## src/rtl/spi_cmd_queue.sv

```systemverilog
// Command scheduler for the 4-slave spi core: FIFO of {slave, byte} commands, one byte window each.
// Latency: accept-to-rsp_valid is XFER_CYCLES+1 edges; back-to-back windows every XFER_CYCLES+2 cycles.
// Backpressure: cmd_ready drops when the FIFO is full; a held response (rsp_ready=0) stalls new windows.
// Optional: define SPI_CMDQ_DROP_CNT_EN to add the drop_cnt port counting refused offer cycles.
module spi_cmd_queue #(
  parameter int DEPTH       = 4,
  parameter int XFER_CYCLES = 8
) (
  input  logic       clk,
  input  logic       rst,
  input  logic       cmd_valid,
  output logic       cmd_ready,
  input  logic [1:0] cmd_slave,
  input  logic [7:0] cmd_data,
  output logic [3:0] spi_select,
  output logic [7:0] spi_data_out,
  input  logic [7:0] spi_data_in,
  output logic       rsp_valid,
  input  logic       rsp_ready,
  output logic [7:0] rsp_data,
  output logic [1:0] rsp_slave,
  output logic       busy
`ifdef SPI_CMDQ_DROP_CNT_EN
  ,
  output logic [7:0] drop_cnt
`endif
);

  localparam int PtrW = $clog2(DEPTH);
  localparam int CntW = $clog2(XFER_CYCLES + 1);
  localparam logic [CntW-1:0] LastBit  = CntW'(XFER_CYCLES - 1);
  localparam logic [PtrW:0]   FullCnt  = (PtrW + 1)'(DEPTH);

  typedef enum logic [1:0] {IDLE, XFER, GAP} stateT;

  stateT           state;
  stateT           nextState;
  logic [1:0]      fifoSlave [DEPTH];
  logic [7:0]      fifoData  [DEPTH];
  logic [PtrW-1:0] wrPtr;
  logic [PtrW-1:0] rdPtr;
  logic [PtrW:0]   count;
  logic            full;
  logic            empty;
  logic            push;
  logic            pop;
  logic [CntW-1:0] bitCnt;
  logic            lastBit;
  logic [1:0]      curSlave;

  assign full      = (count == FullCnt);
  assign empty     = (count == '0);
  assign cmd_ready = !full && !rst;
  assign push      = cmd_valid && cmd_ready;
  assign lastBit   = (bitCnt == LastBit);
  assign busy      = (state != IDLE);

  // Command storage; contents need no reset because occupancy gates every read.
  always_ff @(posedge clk) begin
    if (push) begin
      fifoSlave[wrPtr] <= cmd_slave;
      fifoData[wrPtr]  <= cmd_data;
    end
  end

  // FIFO pointers and occupancy; push and pop together leave occupancy unchanged.
  always_ff @(posedge clk) begin
    if (rst) begin
      wrPtr <= '0;
      rdPtr <= '0;
      count <= '0;
    end else begin
      if (push) wrPtr <= wrPtr + 1'b1;
      if (pop)  rdPtr <= rdPtr + 1'b1;
      case ({push, pop})
        2'b10:   count <= count + 1'b1;
        2'b01:   count <= count - 1'b1;
        default: count <= count;
      endcase
    end
  end

  // Scheduler state register.
  always_ff @(posedge clk) begin
    if (rst) state <= IDLE;
    else     state <= nextState;
  end

  // Next state and pop; a held response blocks the next window so it is never overwritten.
  always_comb begin
    nextState = state;
    pop       = 1'b0;
    case (state)
      IDLE: begin
        if (!empty && !rsp_valid) begin
          pop       = 1'b1;
          nextState = XFER;
        end
      end
      XFER: begin
        if (lastBit) nextState = GAP;
      end
      GAP:     nextState = IDLE;
      default: nextState = IDLE;
    endcase
  end

  // Registered select/data towards the core and the single-entry response slot.
  always_ff @(posedge clk) begin
    if (rst) begin
      bitCnt       <= '0;
      curSlave     <= '0;
      spi_select   <= '0;
      spi_data_out <= '0;
      rsp_valid    <= 1'b0;
      rsp_data     <= '0;
      rsp_slave    <= '0;
    end else begin
      if (rsp_valid && rsp_ready) rsp_valid <= 1'b0;
      case (state)
        IDLE: begin
          if (pop) begin
            curSlave     <= fifoSlave[rdPtr];
            spi_data_out <= fifoData[rdPtr];
            spi_select   <= 4'b0001 << fifoSlave[rdPtr];
            bitCnt       <= '0;
          end
        end
        XFER: begin
          bitCnt <= bitCnt + 1'b1;
          if (lastBit) begin
            spi_select <= '0;
            rsp_data   <= spi_data_in;
            rsp_slave  <= curSlave;
            rsp_valid  <= 1'b1;
          end
        end
        default: ;
      endcase
    end
  end

`ifdef SPI_CMDQ_DROP_CNT_EN
  // Saturating count of cycles where a command was offered into a full FIFO.
  always_ff @(posedge clk) begin
    if (rst)                                         drop_cnt <= '0;
    else if (cmd_valid && full && drop_cnt != 8'hFF) drop_cnt <= drop_cnt + 1'b1;
  end
`endif

endmodule

```

## config.mk

```make
export PLATFORM = sky130hd
export DESIGN_NAME = spi_cmd_queue
export DESIGN_NICKNAME = d
export VERILOG_FILES = /design/src/rtl/spi_cmd_queue.sv
export SDC_FILE = /design/constraint.sdc
export NUM_CORES = 1
export LEC_CHECK = 0
export ABC_AREA = 0
export CAP_MARGIN = 20
export CORE_MARGIN = 2
export CORE_UTILIZATION = 45
export CTS_CLUSTER_DIAMETER = 60
export DETAILED_ROUTE_END_ITERATION = 16
export PLACE_DENSITY = 0.79
export SETUP_SLACK_MARGIN = 0.15
export SYNTH_ARGS = -nofsm -noshare
export SYNTH_HDL_FRONTEND = slang
export SYNTH_SLANG_ARGS = --single-unit
```

## constraint.sdc

```tcl
create_clock -name clk -period 6.1 [get_ports clk]
set_input_delay 1.22 -clock clk [delete_from_list [all_inputs] [get_ports clk]]
set_output_delay 1.22 -clock clk [all_outputs]
set_load 0.005 [all_outputs]
```

==> results, run 1 <==
- The flow ran to the end, and the final reports show no timing, DRC or antenna violations.
- For this design the ratio of total power to cell area is 381.1 nW/um^2.
- In the final layout, the multi-input gates occupy 1037 um^2.
- The worst-case headroom to the max-slew limit is 0.4177.
- When the netlist entered floorplanning its net count stood at 278.
- The total of max-cap violations is 0.
- In this run the standard cell core region covers 6756 um^2.
- Summed over all layers, the global routing overflow is 0.
- The commonest cells after synthesis are dfxtp_1, edfxtp_1, a21oi_1.
- Synthesis produced 249 cells.
- STA classifies the critical path startpoint as an input port.
- The final routed wire length divided by cell count is 16.00 um.
- In the finished design, the share of the clock period the worst path needs comes to 0.6228.
- The number of global-route vias before repair is 2138.
- The final design area excluding fillers is 3844 um^2.
- In this run, post-CTS hold repair placed 0 buffers.
- The first-pass GRT wire length is 10060 um.
- Setup repair after global routing left no endpoint under its margin.
- The proportion of layout cells with a drive suffix above 1 is 0.09764.
- Detailed placement ended at an HPWL of 4024 um.
- Buffers placed on the I/O ports in this run total 46.
- In this run the number of H-tree levels came out at 3.
- The critical path capture point type is an output pin.
- The overall die width is 87.49 um.
- The flop and latch count out of synthesis is 80.
- The number of max-slew violations in the final report is 0.
- Clock tree synthesis selected as its root buffer the cell clkbuf_8.
- Together, buffers and inverters on the worst path number 3.
- For the worst-skew pair, the clock arrives at the later sink with an insertion delay of 0.36 ns.
- The die outline height is 87.49 um.
- The starting density of the core is 0.4643.
- The warning count from the yosys run is 0.
- The total vias in the final route is 2081.
- After clock tree synthesis, the clock-pin slew on the worst setup and hold paths is 0.08 ns.
- The dominant delay contributor by cell family on the critical path is buffers and inverters.
- For the pin with the worst max-slew slack, the measured transition is 0.8687 ns.
- The worst hold path class is flop to flop.
- By startpoint and endpoint, the worst setup path is classified as input port to output pin.
- The final wirelength is 6031 um.
- The total routing resource utilization after global routing is 0.1757.
- The area of placed instances is 3649 um^2.
- The synthesized area per cell is 12.60 um^2.
- The most numerous cell type found on the critical path is clkdlybuf4s50_1.
- The cell area that synthesis handed to floorplanning was 3137 um^2.
- The sequential cell area in the final layout is 2002 um^2.
- The maximum cell stage delay along the critical path is 0.45 ns.
- The critical-path cell with the highest stage delay is clkdlybuf4s50_1.
- The initial antenna violation count was 0.
- The detailed router finished its first iteration with 114 violations.
- At the end of routability-driven placement, the weighted congestion stood at 0.7626.
- The number of buffers inserted during clock tree synthesis is 9.
- The site row count is 30.
- Setup total negative slack on the finished layout was measured at 0 ns.
- For the worst setup path, the data required time is 4.88 ns.
- The largest net degree at the start of global routing is 43.
- The number of antenna cells inserted is 0.
- Ranked by total cell area, the synthesized netlist is headed by edfxtp_1, dfxtp_1, mux4_2, a21oi_1, o21ai_0.
- Setup violations remaining at the end of the flow were counted as 0.
- The setup clock skew after layout is 0.008090 ns.
- The final hold violation count was 0.
- The time the final worst path needs with I/O delays and setup is 3.799 ns.
- The I/O pin count is 47.
- For this run, design rule violations remaining after detail routing come to 0.
- Based on the critical path, the design can be clocked at up to 0.2632 GHz.
- For this design, the sink count on the clock tree is 80.
- The async set-or-reset flop fraction in the synthesized netlist is 0.
- The tightest hold path in the finished design has a slack of 0.4672 ns.
- The arrival time of the worst setup path is 2.58 ns.
- The detail route stage leaves a number of antenna-violating nets equal to 0.
- The post-CTS resize count is 0.
- The TritonCTS clock tree is built.
- From synthesis to final layout, the design area changed by 22.54%.
- The signal on the critical path passes through clkdlybuf4s50_1, buf_4, nor2_1, clkdlybuf4s50_1.
- The area share of the largest cell type after synthesis is 0.3829.
- Counting distinct cell types in the post-synthesis netlist gives 35.
- The maximum net fanout on the critical path is 42.
- edfxtp_1 takes more of the synthesized area than any other cell.
- The number of enable-type register cells in the synthesized netlist is 40.
- Counting the fill cells in the layout gives 557.
- At the end of the flow, the number of nets in the layout was 321.
- The maximum clock insertion buffer count is 2.
- The pre-CTS worst setup slack is 2.289 ns.
- Before antenna repair, the detailed router went through 4 iterations.
- In the post-route analysis, the smallest setup slack over all paths is 2.301 ns.
- In this run the post-CTS setup repair buffer count came out at 0.
- In the routed layout, each cell is associated on average with a via count of 5.520.
- The worst-case IR drop observed on VDD is 0.2045 mV.
- The sequential cell area fraction in the yosys report is 0.6382.
- The most used flip-flop cell after synthesis is edfxtp_1.
- The floorplan step defined a die boundary enclosing 7655 um^2.
- The leakage component of the power is 1.269 nW.
==> layout by cell type (no fill, tap or decap), types with 2 or more instances in the layout <==
| cell | netlist | final |
|---|---|---|
| edfxtp_1 | 40 | 40 |
| clkdlybuf4s50_1 | 0 | 46 |
| clkinvlp_4 | 0 | 2 |
| buf_4 | 0 | 2 |
| nor3b_1 | 2 | 2 |
| o211ai_1 | 2 | 2 |
| inv_1 | 9 | 9 |
| ha_1 | 6 | 6 |
| nor2_1 | 6 | 6 |
| nand3_1 | 22 | 22 |
| a21oi_1 | 32 | 32 |
| mux4_2 | 10 | 10 |
| nor3_1 | 4 | 4 |
| or4_1 | 2 | 2 |
| xor2_1 | 2 | 2 |
| nand2b_1 | 3 | 3 |
| clkbuf_8 | 0 | 9 |
| and2_1 | 4 | 4 |
| nand2_1 | 5 | 5 |
| dfxtp_1 | 40 | 40 |
| or3_1 | 3 | 3 |
| a32o_1 | 4 | 4 |
| o21ai_0 | 23 | 23 |
| o31ai_1 | 2 | 2 |
==> logic make-up after synthesis <==
family / after synthesis / share of synthesized area
compound gates: 67 / 0.1205
xor+xnor: 2 / 0.005585
simple gates: 57 / 0.09893
buf+inv: 25 / 0.03111
flops: 80 / 0.6382
fa+ha+maj: 7 / 0.03031
mux: 11 / 0.07539
==> layer usage <==
metal | global-route usage | wire length [um] | vias to the layer above
met2 | 0.2906 | 2994 | 65
li1 | - | - | 1014
met5 | 0 | 0 | -
met4 | 0.08811 | 93 | 0
met1 | 0.2158 | 2651 | 995
met3 | 0.03981 | 292 | 7
==> layout make-up <==
| type | instances | share of cell area |
|---|---|---|
| clock buffers | 9 | 0.03223 |
| clock inverters | 7 | 0.01855 |
| inverters | 9 | 0.008789 |
| multi-input cells | 144 | 0.2699 |
| flip-flops and latches | 80 | 0.5208 |
| well taps | 80 | 0.02604 |
| repair buffers | 48 | 0.1237 |
==> state kept, by name (all words and copies together), names as in the netlist, 3 cells and up, named ones only <==
| name | count |
|---|---|
| fifoData | 32 |
| fifoSlave | 8 |
| rsp_data | 8 |
| spi_data_out | 8 |
| bitCnt | 4 |
| spi_select | 4 |
| count | 3 |
==> stage by stage <==
stage	power (mW)	util	cells
4_1_cts	1.477	0.5689	377
3_3_place_gp	1.077	0.5400	361
6_report	1.465	0.5689	377
5_1_grt	1.555	0.5689	377
3_5_place_dp	1.095	0.5400	361
2_1_floorplan	0.9560	-	249
==> worst paths after layout <==
check / start / end / slack, ns / cells past startpoint
worst max-delay path: rst / cmd_ready / 2.30 / 4
worst min-delay path: curSlave[0] / rsp_slave[0] / 0.47 / 2
worst max register to register: count[0] / count[2] / 3.65 / 9
worst min register to register: curSlave[0] / rsp_slave[0] / 0.47 / 2
==> worst register-to-register path: stages, from the launching register on <==
cell and delay, ns:
dfxtp_1 0.43, or3_1 0.39, nand2_1 0.26, inv_1 0.10, ha_1 0.17, inv_1 0.06
fa_1 0.38, xor2_1 0.16, or3_1 0.30, a21oi_1 0.13
==> report_power, final <==
part | switching [mW] | internal, mW | total [mW] | leakage [nW]
logic | 0.219 | 0.182 | 0.402 | 0.491
registers | 0.0530 | 0.627 | 0.680 | 0.688
clock network | 0.195 | 0.188 | 0.384 | 0.0894
total | 0.467 | 0.998 | 1.46 | 1.27
Power figures use the tool's default switching activity.
==> run 2, diff against run 1 <==
--- a/config.mk
+++ b/config.mk
@@ -11,7 +11,7 @@
 export CORE_UTILIZATION = 45
 export CTS_CLUSTER_DIAMETER = 60
 export DETAILED_ROUTE_END_ITERATION = 16
-export PLACE_DENSITY = 0.79
+export PLACE_DENSITY = 0.82
 export SETUP_SLACK_MARGIN = 0.15
 export SYNTH_ARGS = -nofsm -noshare
 export SYNTH_HDL_FRONTEND = slang
==> constraint.sdc (replaced) <==
create_clock -name clk -period 3.39 [get_ports clk]
set_input_delay 0.678 -clock clk [delete_from_list [all_inputs] [get_ports clk]]
set_output_delay 0.678 -clock clk [all_outputs]
set_load 0.005 [all_outputs]
==> run 2 against run 1 <==
Against the previous run:
- count of clock-buffer cells in the layout grew 1
- die area is the same
- clock power grew 66%
- non-clock buffer count is 1 higher
- power increased by 76%
- worst hold slack better by 0.010 ns
- cell count increased by 0.27%
- clock skew rose by 0.0035 ns
- first-iteration DRC count rose by 21%
- design area down 0.26%
- combinational power increased by 77%
- critical endpoint unchanged
- largest cell class unchanged
- largest power group unchanged
- highest routed layer unchanged
==> results, run 2 (same netlist as run 1, synthesis figures left out) <==
- The detail-routed via count per cell was 5.577 (was 5.520).
- The worst-case headroom to the max-slew limit is 0.3904 (was 0.4177).
- The total routing resource utilization after global routing was 0.1673 (was 0.1757).
- The slack of the worst reg-to-reg path was 0.94 ns (was 3.65 ns).
- The final sum of negative setup slack is 0 ns (unchanged).
- The worst hold path class is flop to flop (unchanged).
- The floorplan core area was 6756 um^2 (unchanged).
- The startpoint of the lowest-slack register-to-register path is count[0] (unchanged).
- The number of antenna cells inserted is 0 (unchanged).
- The net count reported at finish is 322 (was 321).
- The number of standard cells in the layout, taps in and fillers out came to 378 (was 377).
- The count of placed standard cells including taps is 362 (was 361).
- The clock latency on the worst-skew pair is 0.35 ns (was 0.36 ns).
- The post-CTS resize count was 0 (unchanged).
- The initial antenna violation count is 0 (unchanged).
- The final routed wire length divided by cell count is 15.42 um (was 16.00 um).
- The final wirelength is 5828 um (was 6031 um).
- The kind of critical path is input port to output pin (unchanged).
- The TritonCTS clock tree is built (unchanged).
- The data required time at the worst endpoint is 2.71 ns (was 4.88 ns).
- The CTS sink count is 80 (unchanged).
- The cell repeated most along the worst path was clkdlybuf4s50_1 (unchanged).
- The overall die width is 87.49 um (unchanged).
- The register with the highest flop count was fifoData (unchanged).
- The total vias in the final route is 2108 (was 2081).
- The beginning of the worst hold path is curSlave[1] (was curSlave[0]).
- The largest net degree at the start of global routing was 42 (was 43).
- The first-pass GRT wire length is 9749 um (was 10060 um).
- The number of design rule violations left after detail routing is 0 (unchanged).
- The nature of the critical path startpoint is an input port (unchanged).
- The area added between synthesis and finish is 22.22% (was 22.54%).
- The number of setup violations in the final report is 0 (unchanged).
- The count of port buffers added during placement is 46 (unchanged).
- Worst path cell trace: clkdlybuf4s50_1, buf_4, nor2_1, clkdlybuf4s50_1 (unchanged).
- The setup clock skew after layout is 0.01159 ns (was 0.008090 ns).
- The final hold violation count is 0 (unchanged).
- The launch point of the critical path is rst (unchanged).
- The worst vdd rail ir drop was 0.3782 mV (was 0.2045 mV).
- The site row count is 30 (unchanged).
- The portion of the clock cycle consumed by the worst path in the final layout is 0.8167.
- The I/O pin count is 47 (unchanged).
- The weighted congestion at the end of routability-driven global placement is 0.7249 (was 0.7626).
- Leading cell types in the layout, fill and taps excluded: clkdlybuf4s50_1, dfxtp_1, edfxtp_1 (unchanged).
- The most frequent standard cell in the layout excluding fill and tap cells was clkdlybuf4s50_1 (unchanged).
- The number of flip-flops in the largest register came to 32 (unchanged).
- The number of max-slew violations in the final report is 0 (unchanged).
- The violation count after the first detailed-routing iteration came to 138 (was 114).
- The aggregate global routing overflow is 0 (unchanged).
- The first-pass detailed-route iteration total is 4 (unchanged).
- The total of max-cap violations came to 0 (unchanged).
- Subtracting the final worst setup slack from the clock period gives 2.769 ns.
- The power per unit of standard cell area is 671.7 nW/um^2 (was 381.1 nW/um^2).
- The overall power is 2.575 mW (was 1.465 mW).
- The number of global-route vias before repair is 2055 (was 2138).
- The number of filler instances in the final layout is 572 (was 557).
- The leakage component of the power is 1.268 nW (was 1.269 nW).
- The H-tree depth reported by CTS is 3 (unchanged).
- The critical path capture point type is an output pin (unchanged).
- The total die area is 7655 um^2 (unchanged).
- Static timing analysis puts the maximum clock frequency at 0.3612 GHz.
- The count of nets left with antenna violations after detail routing is 0 (unchanged).
- The proportion of layout cells with a drive suffix above 1 is 0.1007 (was 0.09764).
- The die outline height is 87.49 um (unchanged).
- The maximum cell stage delay along the critical path was 0.49 ns (was 0.45 ns).
- The cts-stage hold buffer count was 0 (unchanged).
- The measured slew at the worst slew-check pin is 0.9094 ns (was 0.8687 ns).
- The HPWL reported at the end of detailed placement is 3839 um (was 4024 um).
- The final hold slack is 0.4775 ns (was 0.4672 ns).
- The sequential cell area in the final layout is 2002 um^2 (unchanged).
- The clock root buffer master is clkbuf_8 (unchanged).
- The starting density of the core came to 0.4643 (unchanged).
- Unrepaired setup endpoints after global routing: false (unchanged).
- The maximum net fanout on the critical path is 41 (was 42).
- The number of buffers inserted during clock tree synthesis is 9 (unchanged).
- The number of buffers inserted by post-CTS setup repair is 0 (unchanged).
- The arrival time of the worst setup path was 2.09 ns (was 2.58 ns).
- Outcome: completed (unchanged).
- The critical-path cell with the highest stage delay was clkdlybuf4s50_1 (unchanged).
- The clock-pin transition on the worst setup and hold timing paths came to 0.08 ns (about the same).
- The area of combinational cells with multiple inputs is 1037 um^2 (unchanged).
- The maximum clock insertion buffer count is 2 (unchanged).
-- run 2: cell count changes in the layout (fill, tap and decap cells not counted) --
cell,delta
clkinv_1,-1
bufinv_16,-1
buf_4,+1
clkinvlp_2,-1
clkbuf_1,+1
inv_6,+2
-- run 2: critical path: cells and delay by family --
| family | cells | cell delay, ns |
|---|---|---|
| AND/OR/NAND/NOR | 1 | 0.09 |
| buffers and inverters | 3 | 1.32 |
-- run 2: through the flow --
stage / utilization / area, um^2 / setup slack [ns]
after floorplan: - / 3137 / 1.252
after global placement: 0.5411 / 3656 / 0.6372
after detailed placement: 0.5411 / 3656 / 0.6242
after CTS: 0.5674 / 3834 / 0.6149
after global routing: 0.5674 / 3834 / 0.5401
final: 0.5674 / 3834 / 0.6213
-- run 2: metal layers --
| metal | routed length [um] | vias to the layer above | GRT usage | part of all wire |
|---|---|---|---|---|
| met4 | 139 | 0 | 0.08811 | 0.024 |
| met3 | 295 | 14 | 0.03507 | 0.051 |
| met2 | 2829 | 64 | 0.2603 | 0.49 |
| li1 | - | 1023 | - | - |
| met1 | 2564 | 1007 | 0.2203 | 0.44 |
| met5 | 0 | - | 0 | 0 |
-- run 2: layout make-up --
type | count | share of cell area
well taps | 80 | 0.02611
clock inverters | 6 | 0.01305
flip-flops and latches | 80 | 0.5222
multi-input cells | 144 | 0.2706
inverters | 9 | 0.008812
repair buffers | 49 | 0.1260
clock buffers | 10 | 0.03329
-- run 2: final timing paths --
check | end | cells past startpoint
max | cmd_ready | 4
min | rsp_slave[1] | 2
max reg2reg | count[2] | 9
min reg2reg | rsp_slave[1] | 2
-- run 2: where the power goes --
group          switching (mW)  total [mW]  internal (mW)
registers               0.100        1.23           1.13
logic                   0.383       0.710          0.328
clock network           0.361       0.637          0.275
==> run 3, diff against run 2 <==
--- a/config.mk
+++ b/config.mk
@@ -11,7 +11,7 @@
 export CORE_UTILIZATION = 45
 export CTS_CLUSTER_DIAMETER = 60
 export DETAILED_ROUTE_END_ITERATION = 16
-export PLACE_DENSITY = 0.82
+export PLACE_DENSITY = 0.79
 export SETUP_SLACK_MARGIN = 0.15
 export SYNTH_ARGS = -nofsm -noshare
 export SYNTH_HDL_FRONTEND = slang
==> constraint.sdc (replaced) <==
create_clock -name clk -period 2.6 [get_ports clk]
set_input_delay 0.52 -clock clk [delete_from_list [all_inputs] [get_ports clk]]
set_output_delay 0.52 -clock clk [all_outputs]
set_load 0.005 [all_outputs]
==> run 3 against run 2 <==
Against the previous run:
- first-iteration DRC count grew 22%
- sequential cell count unchanged
- highest routed layer unchanged
- register-to-register slack worse by 0.54 ns
- critical path type is now flop to flop
- design area grew 0.75%
==> results, run 3 (same netlist as run 1, synthesis figures left out) <==
- The timing-limited maximum frequency is 0.4537 GHz.
- The maximum clock insertion buffer count is 2 (unchanged).
- The starting density of the core is 0.4643 (unchanged).
- The critical-path cell with the highest stage delay is fa_1 (was clkdlybuf4s50_1).
- The maximum net fanout on the critical path was 6 (was 41).
- The area of placed instances is 3686 um^2 (was 3656 um^2).
- The CTS sink count is 80 (unchanged).
- The pre-CTS worst setup slack is 0.1510 ns (was 0.6242 ns).
- The number of max-slew violations in the final report came to 0 (unchanged).
- The die outline height is 87.49 um (unchanged).
- The most frequent standard cell in the layout excluding fill and tap cells is clkdlybuf4s50_1 (unchanged).
- Worst path cell trace: nor3_1, nand2_1, inv_1, ha_1, inv_1, fa_1, xor2_1, or3_1, a21oi_1 (was clkdlybuf4s50_1, buf_4, nor2_1, clkdlybuf4s50_1).
- The I/O pin count is 47 (unchanged).
- The clock root buffer master is clkbuf_8 (unchanged).
- The time the final worst path needs with I/O delays and setup is 2.204 ns.
- The number of design rule violations left after detail routing was 0 (unchanged).
- The total die area was 7655 um^2 (unchanged).
- The clock-pin transition on the worst setup and hold timing paths is 0.08 ns (about the same).
- The overall die width was 87.49 um (unchanged).
- The count of placed standard cells including taps is 366 (was 362).
- The number of antenna cells inserted came to 0 (unchanged).
- The sequential power share is 0.473 (was 0.477).
- The overall power is 3.384 mW (was 2.575 mW).
- The final setup slack of the worst path is 0.3961 ns (was 0.6213 ns).
- The final hold slack came to 0.4676 ns (was 0.4775 ns).
- The cts-stage hold buffer count is 0 (unchanged).
- The total of max-cap violations is 0 (unchanged).
- The cell repeated most along the worst path is inv_1 (was clkdlybuf4s50_1).
- The worst vdd rail ir drop is 0.3726 mV (was 0.3782 mV).
- The final design area excluding fillers is 3862 um^2 (was 3834 um^2).
- The maximum cell stage delay along the critical path is 0.38 ns (was 0.49 ns).
- The setup clock skew after layout is 0.009540 ns (was 0.01159 ns).
- The final hold violation count was 0 (unchanged).
- The floorplan core area is 6756 um^2 (unchanged).
- The violation count after the first detailed-routing iteration is 169 (was 138).
- Dividing the final minimum period by the clock period gives 0.8477.
- The number of buffers inserted by post-CTS setup repair came to 0 (unchanged).
- The worst hold path class is flop to flop (unchanged).
- The area added between synthesis and finish came to 23.14% (was 22.22%).
- The kind of critical path is flop to flop (was input port to output pin).
- The slack of the worst reg-to-reg path is 0.40 ns (was 0.94 ns).
- The number of standard cells in the layout, taps in and fillers out was 382 (was 378).
- The final routed wire length divided by cell count came to 15.46 um (was 15.42 um).
- The hold-critical path endpoint is rsp_slave[0] (was rsp_slave[1]).
- The critical path capture point type was a flop (was output pin).
- The first-pass GRT wire length is 9646 um (was 9749 um).
- The worst-case headroom to the max-slew limit is 0.5773 (was 0.3904).
- The detail-routed via count per cell is 5.547 (was 5.577).
- The register with the highest flop count was fifoData (unchanged).
- The internal power contribution came to 2.282 mW (was 1.731 mW).
- The net switching power is 1.103 mW (was 0.8442 mW).
- The clock latency on the worst-skew pair is 0.36 ns (was 0.35 ns).
- The worst hold path depth was 2 (unchanged).
- The switching power as a share of total power is 0.3259 (was 0.3279).
- Leading cell types in the layout, fill and taps excluded: clkdlybuf4s50_1, dfxtp_1, edfxtp_1 (unchanged).
- Outcome: completed (unchanged).
- The final wirelength is 5904 um (was 5828 um).
- The final sum of negative setup slack was 0 ns (unchanged).
- Unrepaired setup endpoints after global routing: false (unchanged).
- The measured slew at the worst slew-check pin is 0.6341 ns (was 0.9094 ns).
- The final cell utilization of the core is 0.5717 (was 0.5674).
- The site row count is 30 (unchanged).
- The launch point of the critical path is state[1] (was rst).
- The count of nets left with antenna violations after detail routing came to 0 (unchanged).
- The aggregate global routing overflow came to 0 (unchanged).
- The largest net degree at the start of global routing is 41 (was 42).
- The number of global-route vias before repair came to 2046 (was 2055).
- The net count reported at finish is 326 (was 322).
- The proportion of layout cells with a drive suffix above 1 is 0.1159 (was 0.1007).
- The weighted congestion at the end of routability-driven global placement is 0.7502 (was 0.7249).
- The total routing resource utilization after global routing was 0.1701 (was 0.1673).
- The total vias in the final route is 2119 (was 2108).
- The data required time at the worst endpoint came to 2.89 ns (was 2.71 ns).
- The destination of the worst register-to-register timing path is count[2] (unchanged).
- The initial antenna violation count was 0 (unchanged).
- The HPWL reported at the end of detailed placement came to 3965 um (was 3839 um).
- The relative contribution of combinational cells to total power is 0.292 (was 0.276).
- The power share of the clock group is 0.235 (was 0.247).
- The beginning of the worst hold path is curSlave[0] (was curSlave[1]).
- The leakage component of the power came to 1.287 nW (was 1.268 nW).
- The number of setup violations in the final report came to 0 (unchanged).
- The nature of the critical path startpoint is a flop (was input port).
- The number of buffers inserted during clock tree synthesis is 9 (unchanged).
- The startpoint of the lowest-slack register-to-register path is state[1] (was count[0]).
- The first-pass detailed-route iteration total came to 6 (was 4).
- The number of cell instances on the worst register-to-register path is 9 (unchanged).
- The count of port buffers added during placement was 46 (unchanged).
- The TritonCTS clock tree is built (unchanged).
- The H-tree depth reported by CTS is 3 (unchanged).
- The number of flip-flops in the largest register is 32 (unchanged).
- The arrival time of the worst setup path is 2.49 ns (was 2.09 ns).
- The power per unit of standard cell area came to 876.2 nW/um^2 (was 671.7 nW/um^2).
==> run 3: changes by cell type in the layout (fill, tap and decap cells not counted), sizes merged <==
cell / previous run / this run
buf: 3 / 7
inv: 12 / 10
clkinvlp: 2 / 3
clkbuf: 10 / 9
clkinv: 1 / 3
==> run 3: critical path, delay by kind of cell (launching register included) <==
family,cells,cell delay (ns)
AND/OR/NAND/NOR,3,0.80
flip-flops,1,0.33
XOR/XNOR,1,0.16
buffers and inverters,2,0.15
adder cells (fa/ha/maj),2,0.55
AO/OA/AOI/OAI,1,0.14
==> run 3: worst max-delay path by stage <==
stage / to / slack (ns) / cells after the start
2_1_floorplan: count[2] / 0.49 / 9
3_3_place_gp: count[2] / 0.20 / 9
3_5_place_dp: count[2] / 0.15 / 9
4_1_cts: count[2] / 0.29 / 9
5_1_grt: count[2] / 0.19 / 9
6_report: count[2] / 0.40 / 9
==> run 3: per-layer routing <==
metal	wire length (um)	vias to the layer above	part of all wire	GRT usage
met5	0	-	0	0
met4	158	0	0.027	0.09231
met3	339	15	0.057	0.04834
met2	2817	68	0.48	0.2617
met1	2588	1003	0.44	0.2170
li1	-	1033	-	-
==> run 3: power groups by stage <==
| stage | Clock, mW | Combinational (mW) | Sequential (mW) |
|---|---|---|---|
| floorplan | 0 | 0.669 | 1.57 |
| global placement | 0 | 0.951 | 1.62 |
| detailed placement | 0 | 0.972 | 1.63 |
| CTS | 0.821 | 0.991 | 1.60 |
| global route | 0.884 | 1.12 | 1.63 |
| finish | 0.795 | 0.989 | 1.60 |
==> run 3: final cells by class <==
class / count / area, um^2
multi-input cells: 144 / 1042
repair buffers: 53 / 513.0
flip-flops and latches: 80 / 2002
fillers: 565 / 2894
clock inverters: 7 / 47.55
inverters: 9 / 33.78
clock buffers: 9 / 123.9
well taps: 80 / 100.1
==> run 3: repair_timing <==
action	4_1_cts	5_1_grt
setup endpoints to repair	0	1
resized for setup	0	1
endpoints found under the hold margin	0	0
==> RTL change 1 (config.mk and constraints of run 2) <==
Add a define of `SPI_CMDQ_DROP_CNT_EN`.
--- a/src/rtl/spi_cmd_queue.sv
+++ b/src/rtl/spi_cmd_queue.sv
@@ -3,4 +3,6 @@
 // Backpressure: cmd_ready drops when the FIFO is full; a held response (rsp_ready=0) stalls new windows.
 // Optional: define SPI_CMDQ_DROP_CNT_EN to add the drop_cnt port counting refused offer cycles.
+`define SPI_CMDQ_DROP_CNT_EN
+
 module spi_cmd_queue #(
   parameter int DEPTH       = 4,
Behaviour (old outputs only; new: drop_cnt): unchanged (Yosys induction, for registers that start in step).
==> RTL change 1 against run 2 <==
Register-to-register slack worse by 0.17 ns. Clock power rose by 5.7%. Non-clock buffer count up 6. Area after synthesis rose by 10%. Sequential cell count grew 8. First-iteration DRC count decreased by 12%. Critical path depth grew 5. Sequential share of layout area down 1.3 points. Count of clock-buffer cells in the layout decreased by 1. Routed wire length is 6.2% higher. Worst setup slack better by 0.15 ns. Design area grew 11%. Total power grew 6.2%.
==> RTL change 1: results (changes against run 2) <==
worst_setup_path:
  rr_startpoint: "state[1]"
  timing.reg2reg.setup_slack_ns: 0.77  # -0.17 ns
  timing.critical_path.fanout_max: 18  # -56%
  max_stage_delay_ns: 0.38  # -0.11 ns
  timing.critical_path.max_delay_family: "simple AND/OR/NAND/NOR gates"
  timing.critical_path.slowest_stage_cell: "fa_1"
pwr:
  cellLeakagePower_nw: 1.43  # +12%
  power_report.internal_total_w: 0.00191  # +10%
logic_synthesis:
  ys_types: 47  # +34%
  post_synth_most_frequent_cells: "dfxtp_1 (48), edfxtp_1 (40), nand2_1 (27), nor2_1 (27), a21oi_1 (22)"
  muxShareOfSynthArea_pct: 9.80  # +2.3 points
  synth_ff_type: "dfxtp_1"
  netlist_top_cells_area: "edfxtp_1 (35%), dfxtp_1 (28%), mux4_2 (5.9%), a21oi_1 (3.2%), mux2i_1 (3.2%)"
  synth_xor_xnor_area_share_pct: 1.77  # +1.2 points
  synthesis.nets: 303  # +9.0%
  synth.yosys.seq_area_share_pct: 62.5  # -1.3 points
  yosys.area_share.adder_pct: 3.11  # +0.078 points
timing:
  finalClockSkew_ns: 0.00874  # -0.00285 ns
  clock.fmax_ghz: 0.381  # +5.6%
layout:
  finalNetCount: 357  # +11%
  count_of_fill_cells_added_during_filler_insertion: 602  # +5.2%
  regMostFlops: "fifoData"
grt:
  grt_first_pass_wirelength_um: 10400  # +6.8%
  pin_count_of_the_biggest_net_entering_global_routing: 50  # +19%
  vias_in_the_first_global_route: 2261  # +10%
  grt_util_all_layers_pct: 15.7  # -1.0 points
placed_design:
  io_buffers: 54  # +17%
  place_worst_setup_slack_ns: 0.627  # +0.00287 ns
  finalWeightedCongestion: 0.779  # +7.5%
detailed_routing:
  vias: 2227  # +5.6%
  totalWireLength_um: 6190  # +6.2%
  detailedRoute.firstIterationViolations: 122  # -12%
status:
  status: "complete, no violations"
[RTL change 1: cell type report]
class | count | area share, %
sequential | 88 | 50.9
multi-input combinational | 164 | 28.2
timing repair buffer | 55 | 12.8
clock buffer | 9 | 2.92
tap | 99 | 2.92
clock inverter | 6 | 1.44
inverter | 9 | 0.796
[RTL change 1: cells by family (layout without fill, tap and decap cells)]
kind of cell | Yosys count | count (layout)
and+or+nand+nor | 91 | 91
DFF | 88 | 88
AOI/OAI and AO/OA | 37 | 37
muxes | 21 | 21
buffers and inverters | 21 | 79
adders and majority gates | 8 | 8
xor gates and xnor gates | 7 | 7
[RTL change 1: per-layer routing]
metal / vias up / wire (µm) / track usage [%]
met4: 0 / 38 / 4.60
met1: 1067 / 2740 / 19.6
li1: 1095 / - / -
met3: 4 / 282 / 4.19
met5: - / 0 / 0
met2: 61 / 3120 / 27.0
[RTL change 1: worst min path at each step]
stage	startpoint	endpoint	slack, ns	cells past startpoint
after global routing	spi_data_out[5]	spi_data_out[5]	0.48	2
final	spi_data_out[6]	spi_data_out[6]	0.46	2
after floorplan	curSlave[0]	curSlave[0]	0.44	2
after global placement	curSlave[0]	curSlave[0]	0.45	2
after CTS	spi_data_out[6]	spi_data_out[6]	0.46	2
after detailed placement	spi_data_out[6]	spi_data_out[6]	0.45	2
[RTL change 1: stage by stage]
stage          cell area (µm²)  total power, W  hold slack, ns  std cells  util [%]
2_1_floorplan             3460         0.00185           0.436        273         -
3_3_place_gp              4060         0.00205           0.446        415      55.4
3_5_place_dp              4060         0.00209           0.450        415      55.4
4_1_cts                   4250         0.00276           0.464        430      57.9
5_1_grt                   4250         0.00290           0.483        430      57.9
6_report                  4250         0.00273           0.464        430      57.9
[RTL change 1: worst min-delay path, stage by stage (launching register included)]
cell	delay, ns
dfxtp_1	0.32
nand2_1	0.05
a21oi_1	0.05
[RTL change 1: power by group through the flow]
stage	Sequential [W]	Clock [W]	Combinational, W
finish	0.00134	0.000673	0.000723
global route	0.00136	0.000725	0.000814
CTS	0.00134	0.000690	0.000726
detailed placement	0.00137	0	0.000721
global placement	0.00136	0	0.000691
floorplan	0.00131	0	0.000534
==> RTL change 2 (config.mk and constraints of run 2) <==
Without the edit above. Re-encode `stateT` (3 states) as one-hot, 3 bits wide.
--- a/src/rtl/spi_cmd_queue.sv
+++ b/src/rtl/spi_cmd_queue.sv
@@ -32,5 +32,5 @@
   localparam logic [PtrW:0]   FullCnt  = (PtrW + 1)'(DEPTH);
 
-  typedef enum logic [1:0] {IDLE, XFER, GAP} stateT;
+  typedef enum logic [2:0] {IDLE = 3'b001, XFER = 3'b010, GAP = 3'b100} stateT;
 
   stateT           state;
Check against the original RTL: same outputs for any inputs over 10 cycles, from zero or initial values and one cycle with rst high; not proved beyond that.
==> RTL change 2 against run 2 <==
Area after synthesis fell by 0.84%. Combinational power fell by 2%. Highest routed layer unchanged. Design area barely moved. Total power rose by 2.7%. Sequential cell count rose by 1. Worst setup slack got worse by 0.019 ns. Largest power group unchanged. Via count fell by 5.8%. Routed wire length fell by 2.2%. Largest cell class unchanged. Count of clock-buffer cells in the layout fell by 1.
==> RTL change 2: results (changes against run 2) <==
logic_synthesis:
  ys_types: 39  # +11%
  synth_xor_xnor_area_share_pct: 1.41  # +0.85 points
  yosys.area_share.adder_pct: 3.06  # +0.026 points
  muxShareOfSynthArea_pct: 7.36  # -0.18 points
  netlist_top_cells_area: "edfxtp_1 (39%), dfxtp_1 (26%), mux4_2 (6.5%), a21oi_1 (5.5%), nand2_1 (5.2%)"
  post_synth_most_frequent_cells: "nand2_1 (43), dfxtp_1 (41), edfxtp_1 (40)"
  synth.yosys.seq_area_share_pct: 65.0  # +1.2 points
  synth-async-reset-ratio_pct: 0  # unchanged
  synth_ff_type: "dfxtp_1"
  synthesis.nets: 280  # +0.72%
detailed_routing:
  vias: 1985  # -5.8%
  totalWireLength_um: 5700  # -2.2%
layout:
  drive_gt1_share_pct: 10.9  # +0.82 points
  count_of_fill_cells_added_during_filler_insertion: 577  # +0.87%
  finalNetCount: 327  # +1.6%
worst_setup_path:
  rr_startpoint: "state[0]"
  crit_arrival_ns: 2.11  # +0.02 ns
  timing.reg2reg.setup_slack_ns: 0.92  # -0.02 ns
status:
  status: "complete, no violations"
grt:
  grt_first_pass_wirelength_um: 9440  # -3.2%
  grt_util_all_layers_pct: 16.5  # -0.24 points
pwr:
  cellLeakagePower_nw: 1.28  # +1.2%
  vdd.ir_drop.worst_v: 0.000307  # -19%
  net-switching-power_w: 0.000809  # -4.2%
cts:
  clock_insertion_delay_worst_skew_ns: 0.35  # about the same
timing:
  layout_worst_path_cycle_share_pct: 82.2  # +0.57 points
  finalClockSkew_ns: 0.0117  # +0.0000850 ns
  timing_worst_slew_pin_value_ns: 0.659  # -0.250 ns
placed_design:
  finalWeightedCongestion: 0.760  # +4.8%
  place_worst_setup_slack_ns: 0.589  # -0.0350 ns
  hpwlAfterDp_um: 3900  # +1.6%
==> RTL change 2: metrics by stage <==
| step | instance area (µm²) | std cells |
|---|---|---|
| 3_5_place_dp | 3640 | 367 |
| 6_report | 3840 | 383 |
| 3_3_place_gp | 3640 | 367 |
| 4_1_cts | 3840 | 383 |
| 2_1_floorplan | 3110 | 251 |
| 5_1_grt | 3840 | 383 |
==> RTL change 2: worst min path at each step <==
stage	start	end	slack [ns]	cells after the start
CTS	spi_data_out[0]	spi_data_out[0]	0.46	2
global placement	curSlave[1]	rsp_slave[1]	0.44	2
detailed placement	spi_data_out[0]	spi_data_out[0]	0.45	2
global route	rsp_data[7]	rsp_data[7]	0.48	2
floorplan	curSlave[0]	rsp_slave[0]	0.43	2
finish	curSlave[1]	rsp_slave[1]	0.46	2
==> RTL change 2: metal layers <==
layer / part of all wire, % / up-vias / wire length, µm / track usage (%)
li1: - / 983 / - / -
met1: 41 / 933 / 2310 / 18.5
met2: 53 / 52 / 3000 / 29.2
met3: 4.2 / 17 / 240 / 3.79
met4: 2.6 / 0 / 148 / 8.53
met5: 0 / - / 0 / 0
==> RTL change 2: final cells by class <==
cell class,count,share of cell area (%)
timing repair buffer,49,12.6
tap,80,2.61
sequential,81,52.7
clock buffer,9,3.23
multi-input combinational,148,26.0
clock inverter,7,1.99
inverter,9,0.881
==> RTL change 2: cell families after synthesis <==
| group | Yosys count |
|---|---|
| AOI/OAI and AO/OA | 41 |
| xor gates and xnor gates | 5 |
| adders and majority gates | 7 |
| buffers and inverters | 22 |
| DFF | 81 |
| muxes | 10 |
| and+or+nand+nor | 85 |
==> RTL change 2: worst register-to-register path: cells and delay by family, from the launching register on <==
kind,cells,cell delay [ns]
buf+inv,2,0.31
simple gates,3,0.83
fa+ha+maj,2,0.62
xor+xnor,1,0.16
flops,1,0.37
compound gates,1,0.13
==> RTL change 2: power groups by stage <==
stage,Sequential [W],Combinational [W],Clock (W)
6_report,0.00125,0.000693,0.000703
5_1_grt,0.00127,0.000775,0.000765
4_1_cts,0.00125,0.000697,0.000719
3_5_place_dp,0.00127,0.000695,0
3_3_place_gp,0.00127,0.000671,0
2_1_floorplan,0.00122,0.000502,0
